[src/rtl/cmsdk_mcu_altfunc_seq_if.sv]
// rtl/cmsdk_mcu_altfunc_seq_if.sv - configuration request handshake for the altfunc sequencer
interface cmsdk_mcu_altfunc_seq_if;
    logic        cfg_valid;
    logic [15:0] cfg_altfunc;
    logic        cfg_ready;
    logic        cfg_done;

    modport master (
        output cfg_valid,
        output cfg_altfunc,
        input  cfg_ready,
        input  cfg_done
    );

    modport slave (
        input  cfg_valid,
        input  cfg_altfunc,
        output cfg_ready,
        output cfg_done
    );
endinterface

[src/rtl/cmsdk_mcu_altfunc_seq.sv]
// rtl/cmsdk_mcu_altfunc_seq.sv - glitch-free Port 1 alternate-function switch sequencer
module cmsdk_mcu_altfunc_seq #(
    parameter int          SETTLE_CYCLES = 4,
    parameter logic [15:0] ALTFUNC_MASK  = 16'h002A
) (
    input  logic                            HCLK,
    input  logic                            HRESET,
    cmsdk_mcu_altfunc_seq_if.slave          cfg,
    input  logic [15:0]                     p1_outen_in,
    output logic [15:0]                     p1_outen_out,
    output logic [15:0]                     p1_altfunc,
    output logic                            busy
);

    // A zero setting still needs one blanking cycle ahead of the mux switch.
    localparam int         N_EFF    = (SETTLE_CYCLES < 1)   ? 1 :
                                      (SETTLE_CYCLES > 255) ? 255 : SETTLE_CYCLES;
    localparam logic [7:0] CNT_LOAD = 8'(N_EFF - 1);

    typedef enum logic [1:0] {
        IDLE    = 2'd0,
        SETTLE  = 2'd1,
        SWITCH  = 2'd2,
        RELEASE = 2'd3
    } state_t;

    state_t      state_q,  state_d;
    logic [7:0]  cnt_q,    cnt_d;
    logic [15:0] alt_q,    alt_d;
    logic [15:0] target_q, target_d;
    logic [15:0] blank_q,  blank_d;
    logic        done_q,   done_d;

    logic        ready_w;
    logic        handshake_w;
    logic [15:0] req_target_w;
    logic [15:0] req_chg_w;

    assign ready_w      = (state_q == IDLE) && !HRESET;
    assign handshake_w  = cfg.cfg_valid && ready_w;
    assign req_target_w = cfg.cfg_altfunc & ALTFUNC_MASK;
    assign req_chg_w    = req_target_w ^ alt_q;

    // State and datapath registers; reset aborts any sequence in flight.
    always_ff @(posedge HCLK) begin
        if (HRESET) begin
            state_q  <= IDLE;
            cnt_q    <= 8'd0;
            alt_q    <= 16'h0000;
            target_q <= 16'h0000;
            blank_q  <= 16'h0000;
            done_q   <= 1'b0;
        end else begin
            state_q  <= state_d;
            cnt_q    <= cnt_d;
            alt_q    <= alt_d;
            target_q <= target_d;
            blank_q  <= blank_d;
            done_q   <= done_d;
        end
    end

    // Next state: blank changed pins, wait N cycles, switch mux, hold blank one more cycle.
    always_comb begin
        state_d  = state_q;
        cnt_d    = cnt_q;
        alt_d    = alt_q;
        target_d = target_q;
        blank_d  = blank_q;
        done_d   = 1'b0;
        case (state_q)
            IDLE: begin
                if (handshake_w) begin
                    target_d = req_target_w;
                    if (req_chg_w != 16'h0000) begin
                        state_d = SETTLE;
                        cnt_d   = CNT_LOAD;
                        blank_d = req_chg_w;
                    end else begin
                        done_d  = 1'b1;
                    end
                end
            end
            SETTLE: begin
                if (cnt_q == 8'd0) begin
                    state_d = SWITCH;
                end else begin
                    cnt_d   = cnt_q - 8'd1;
                end
            end
            SWITCH: begin
                alt_d   = target_q;
                state_d = RELEASE;
            end
            RELEASE: begin
                state_d = IDLE;
                blank_d = 16'h0000;
                done_d  = 1'b1;
            end
            default: begin
                state_d = IDLE;
                blank_d = 16'h0000;
            end
        endcase
    end

    // Outputs: pad enables gated by the registered blank mask only.
    always_comb begin
        cfg.cfg_ready = ready_w;
        cfg.cfg_done  = done_q;
        busy          = (state_q != IDLE);
        p1_outen_out  = p1_outen_in & ~blank_q;
        p1_altfunc    = alt_q & ALTFUNC_MASK;
    end

endmodule

[src/flat_wrapper.sv]
// flat-port wrapper written by rule: the top's interface ports become plain ports
module cmsdk_mcu_altfunc_seq_flat 
#(
    parameter int          SETTLE_CYCLES = 4,
    parameter logic [15:0] ALTFUNC_MASK  = 16'h002A
)
  (HCLK, HRESET, p1_outen_in, p1_outen_out, p1_altfunc, busy, cfg_cfg_valid, cfg_cfg_altfunc, cfg_cfg_ready, cfg_cfg_done);
  cmsdk_mcu_altfunc_seq_if cfg_i ();
  input  logic HCLK;
  input  logic HRESET;
  input  logic [15:0] p1_outen_in;
  output logic [15:0] p1_outen_out;
  output logic [15:0] p1_altfunc;
  output logic busy;
  input wire logic [$bits(cfg_i.cfg_valid)-1:0] cfg_cfg_valid;
  input wire logic [$bits(cfg_i.cfg_altfunc)-1:0] cfg_cfg_altfunc;
  output wire logic [$bits(cfg_i.cfg_ready)-1:0] cfg_cfg_ready;
  output wire logic [$bits(cfg_i.cfg_done)-1:0] cfg_cfg_done;
  assign cfg_i.cfg_valid = cfg_cfg_valid;
  assign cfg_i.cfg_altfunc = cfg_cfg_altfunc;
  assign cfg_cfg_ready = cfg_i.cfg_ready;
  assign cfg_cfg_done = cfg_i.cfg_done;
  cmsdk_mcu_altfunc_seq #(.SETTLE_CYCLES(SETTLE_CYCLES), .ALTFUNC_MASK(ALTFUNC_MASK)) u_core (.HCLK(HCLK), .HRESET(HRESET), .cfg(cfg_i), .p1_outen_in(p1_outen_in), .p1_outen_out(p1_outen_out), .p1_altfunc(p1_altfunc), .busy(busy));
endmodule
[config.mk]
export PLATFORM = sky130hd
export DESIGN_NAME = cmsdk_mcu_altfunc_seq_flat
export DESIGN_NICKNAME = d
export VERILOG_FILES = /design/src/rtl/cmsdk_mcu_altfunc_seq_if.sv /design/src/rtl/cmsdk_mcu_altfunc_seq.sv /design/src/flat_wrapper.sv
export SDC_FILE = /design/constraint.sdc
export NUM_CORES = 1
export LEC_CHECK = 0
export ABC_AREA = 1
export BUFFER_PORTS_ARGS = -buffer_cell sky130_fd_sc_hd__buf_2
export CAP_MARGIN = 40
export CORE_AREA = 4 4 59 66
export CTS_CLUSTER_DIAMETER = 30
export DETAILED_ROUTE_END_ITERATION = 10
export DIE_AREA = 0 0 63 70
export GPL_TIMING_DRIVEN = 0
export PLACE_DENSITY = 0.78
export SKIP_LAST_GASP = 1
export SYNTH_ARGS = -nofsm -noshare
export SYNTH_HDL_FRONTEND = slang
export SYNTH_SLANG_ARGS = --single-unit
[constraint.sdc]
create_clock -name HCLK -period 2 [get_ports HCLK]
set_input_delay 0.3 -clock HCLK [delete_from_list [all_inputs] [get_ports HCLK]]
set_output_delay 0.3 -clock HCLK [all_outputs]
set_load 0.05 [all_outputs]
==> key figures <==
Status
  • Outcome: finished, final reports clean

Layout
  • Area grow syn2layout: 20.3%
  • Layout cells sized above 1: 0.309
  • Final core occ: 0.531
  • Inserted Diodes: 0
  • Final Cell Area: 0.00174 mm²
  • FILL cells: 328
  • Nets: 302

Clock network
  • Clock latency on the worst-skew pair: 0.31 ns
  • Num CTS Buffers: 3
  • Post-CTS Resized: 0
  • TritonCTS clock tree: built
  • Post-CTS Setup Bufs: 0
  • CTS sink cnt: 20
  • CTS Buffer Depth: 2
  • Register clock-pin slew on the reported worst setup and hold paths: about 0.13 ns
  • Hold Buf Count CTS: 0
  • Root Buffer: clkbuf_4
  • Htree depth: 1

Routing
  • Final antenna-violating net count: 0
  • Vias per cell: approximately 4.4
  • Total wire length: around 2900 µm
  • Routed via count: 1297
  • Drt pass-1 iters: 4
  • Drc violations: 0
  • Average wire per cell in the routed design: 9.73 µm
  • Initial DRC count: 40

Floorplanning
  • Starting Density: 0.441
  • Die height: about 70 µm
  • Core area: around 0.0033 mm²
  • IO Pins: 70
  • Core Rows: 22
  • Die width: 63 µm
  • Die Area: ~0.0044 mm²

Pwr
  • PD cells: roughly 1700 mW/mm²
  • NetSw: 1.53 mW
  • Peak VDD IR: 0.431 mV
  • Flop pwr share: 0.227
  • Comb pwr share: 0.653
  • Clock power share: 0.119
  • Switching Fraction: 0.530
  • Cell internal pwr: roughly 1.4 mW
  • Pleak: 0.950 nW

Timing
  • TNS Setup: 0 ns
  • Max Clock Skew: 0.00661 ns
  • Fmax: approximately 0.54 GHz
  • RSZ-0062 raised after global routing: no
  • Final setup violation count: 0
  • Slew Limit Fails: 0
  • Crit path time final: 1.83 ns
  • Period utilisation layout: 0.917
  • Hold violation total from the final report: 0

Synthesis
  • Post-synth EDFFs: 0
  • Asr flop ratio synth: 0
  • Gate Count Post-Synth: 213
  • Sequential fraction of the synthesis area: 0.277
  • Seq cells post-synth: 20
  • Syn_area_per_cell: 6.78 µm²
  • Ys flop type: dfxtp_1
  • Synth Cell Area: 0.00145 mm²
  • YS warnings: 0
  • Post-synth cell types: 27

Setup path
  • Crit. End Element: output port
  • Crit path max fanout: 5
  • Critical Path RT: 1.70 ns
  • Startpoint class of the critical path: flip-flop
  • Setup CP Type: flip-flop to output port
  • CP arrival: roughly 1.5 ns

Worst hold path
  • Hold Crit Class: input pin to flip-flop

Placement
  • Placed inst area: 0.00169 mm²
  • DP HPWL: 2250 µm
  • Final Wtd Congestion: a little over 0.8
  • IO buf count: 30

GRT
  • Largest net degree at the start of global routing: 13
  • Vias in the first global route: about 1.3k
  • GRT met3 Usage: 0.0161
  • First-pass GRT wire length: 5000 µm
  • Met2 usage: 0.251
  • Global routing's busiest layer: met2
  • Gr ovfl total: 0
  • GR Util met1: 0.150
  • Number of antenna violations at the first check in global routing: 0
  • Global Route Usage Sum: 0.134

Run
  • Max cap viols: 0
kinds of logic (layout without fill, tap and decap cells):
logic type               count (synthesis)  in the layout  share of synthesized area
AND/OR/NAND/NOR                        105            105                      0.341
buffers and inverters                   62             96                      0.240
flip-flops                              20             20                      0.277
AO/OA/AOI/OAI                           16             16                     0.0667
adder cells (fa/ha/maj)                  7              7                     0.0606
XOR/XNOR                                 2              2                     0.0121
other                                    1             13                    0.00259
worst max-delay path, stage by stage (launching register included):
cell	delay (ns)
dfxtp_1	0.37
inv_1	0.11
ha_1	0.31
inv_1	0.09
nor2_1	0.08
buf_2	0.26
sequential cells by signal, indices dropped and copies added (netlist names):
name / flops
u_core.cnt_q: 8
u_core.alt_q: 3
u_core.blank_q: 3
u_core.target_q: 3
u_core.state_q: 2
u_core.cfg.cfg_done: 1
placed cells by master (no fill, tap or decap), types with 7 or more instances in the layout:
cell type	n
inv_1	28
buf_2	31
a21oi_1	7
dfxtp_1	20
ha_1	7
nand3_1	13
conb_1	13
nand3_2	7
buf_4	26
nand2_1	44
nor2_1	32
routing by layer:
layer,wire length [µm],part of all wire
met1,1270,0.44
met2,1380,0.48
met3,172,0.060
met4,44,0.015
met5,0,0
path summary, 6_finish.rpt:
| check | from | to | slack [ns] | depth (start not counted) |
|---|---|---|---|---|
| max reg2reg | u_core.state_q[0]$_SDFFE_PP0P_ | u_core.cnt_q[2]$_SDFFE_PP0P_ | 0.24 | 9 |
| min | cfg_cfg_altfunc[5] | u_core.target_q[5]$_SDFFE_PP0P_ | 0.21 | 3 |
| min reg2reg | u_core.blank_q[1]$_SDFFE_PP0P_ | u_core.blank_q[1]$_SDFFE_PP0P_ | 0.47 | 2 |
| max | u_core.state_q[0]$_SDFFE_PP0P_ | cfg_cfg_ready | 0.17 | 5 |
power groups by stage:
stage          Combinational, mW  Sequential [mW]  Clock, mW
2_1_floorplan               1.51            0.715          0
3_3_place_gp                1.85            0.658          0
3_5_place_dp                1.88            0.665          0
4_1_cts                     1.89            0.656      0.349
5_1_grt                     2.13            0.679      0.361
6_report                    1.88            0.656      0.344
metrics by stage:
stage / power [mW] / setup WS (ns) / cells / hold slack (ns)
CTS: 2.90 / 0.154 / 295 / 0.209
finish: 2.88 / 0.165 / 295 / 0.211
global route: 3.17 / 0.0969 / 295 / 0.236
global placement: 2.51 / 0.315 / 291 / 0.454
floorplan: 2.22 / 0.0492 / 225 / 0.369
detailed placement: 2.55 / 0.262 / 291 / 0.456
cell usage after synthesis, drive strengths merged, types with 2 or more instances:
cell type | n | area, µm²
dfxtp | 20 | 400
inv | 31 | 116
nor2 | 33 | 126
ha | 7 | 87.6
nand3 | 20 | 135
o21ai | 7 | 46.3
clkinv | 2 | 7.51
buf | 29 | 223
nand4 | 2 | 12.5
a21oi | 7 | 35.0
nand2 | 48 | 200
area by class of cell:
cell class / instances / area [µm²] / area share
clock buffer: 3 / 22.5 / 0.0130
inverter: 33 / 124 / 0.0713
tap: 36 / 45.0 / 0.0259
multi-input combinational: 143 / 743 / 0.428
buffer: 29 / 223 / 0.128
clock inverter: 1 / 30.0 / 0.0173
timing repair buffer: 30 / 150 / 0.0864
sequential: 20 / 400 / 0.230
Note: power is estimated with default switching activity, not from simulation.
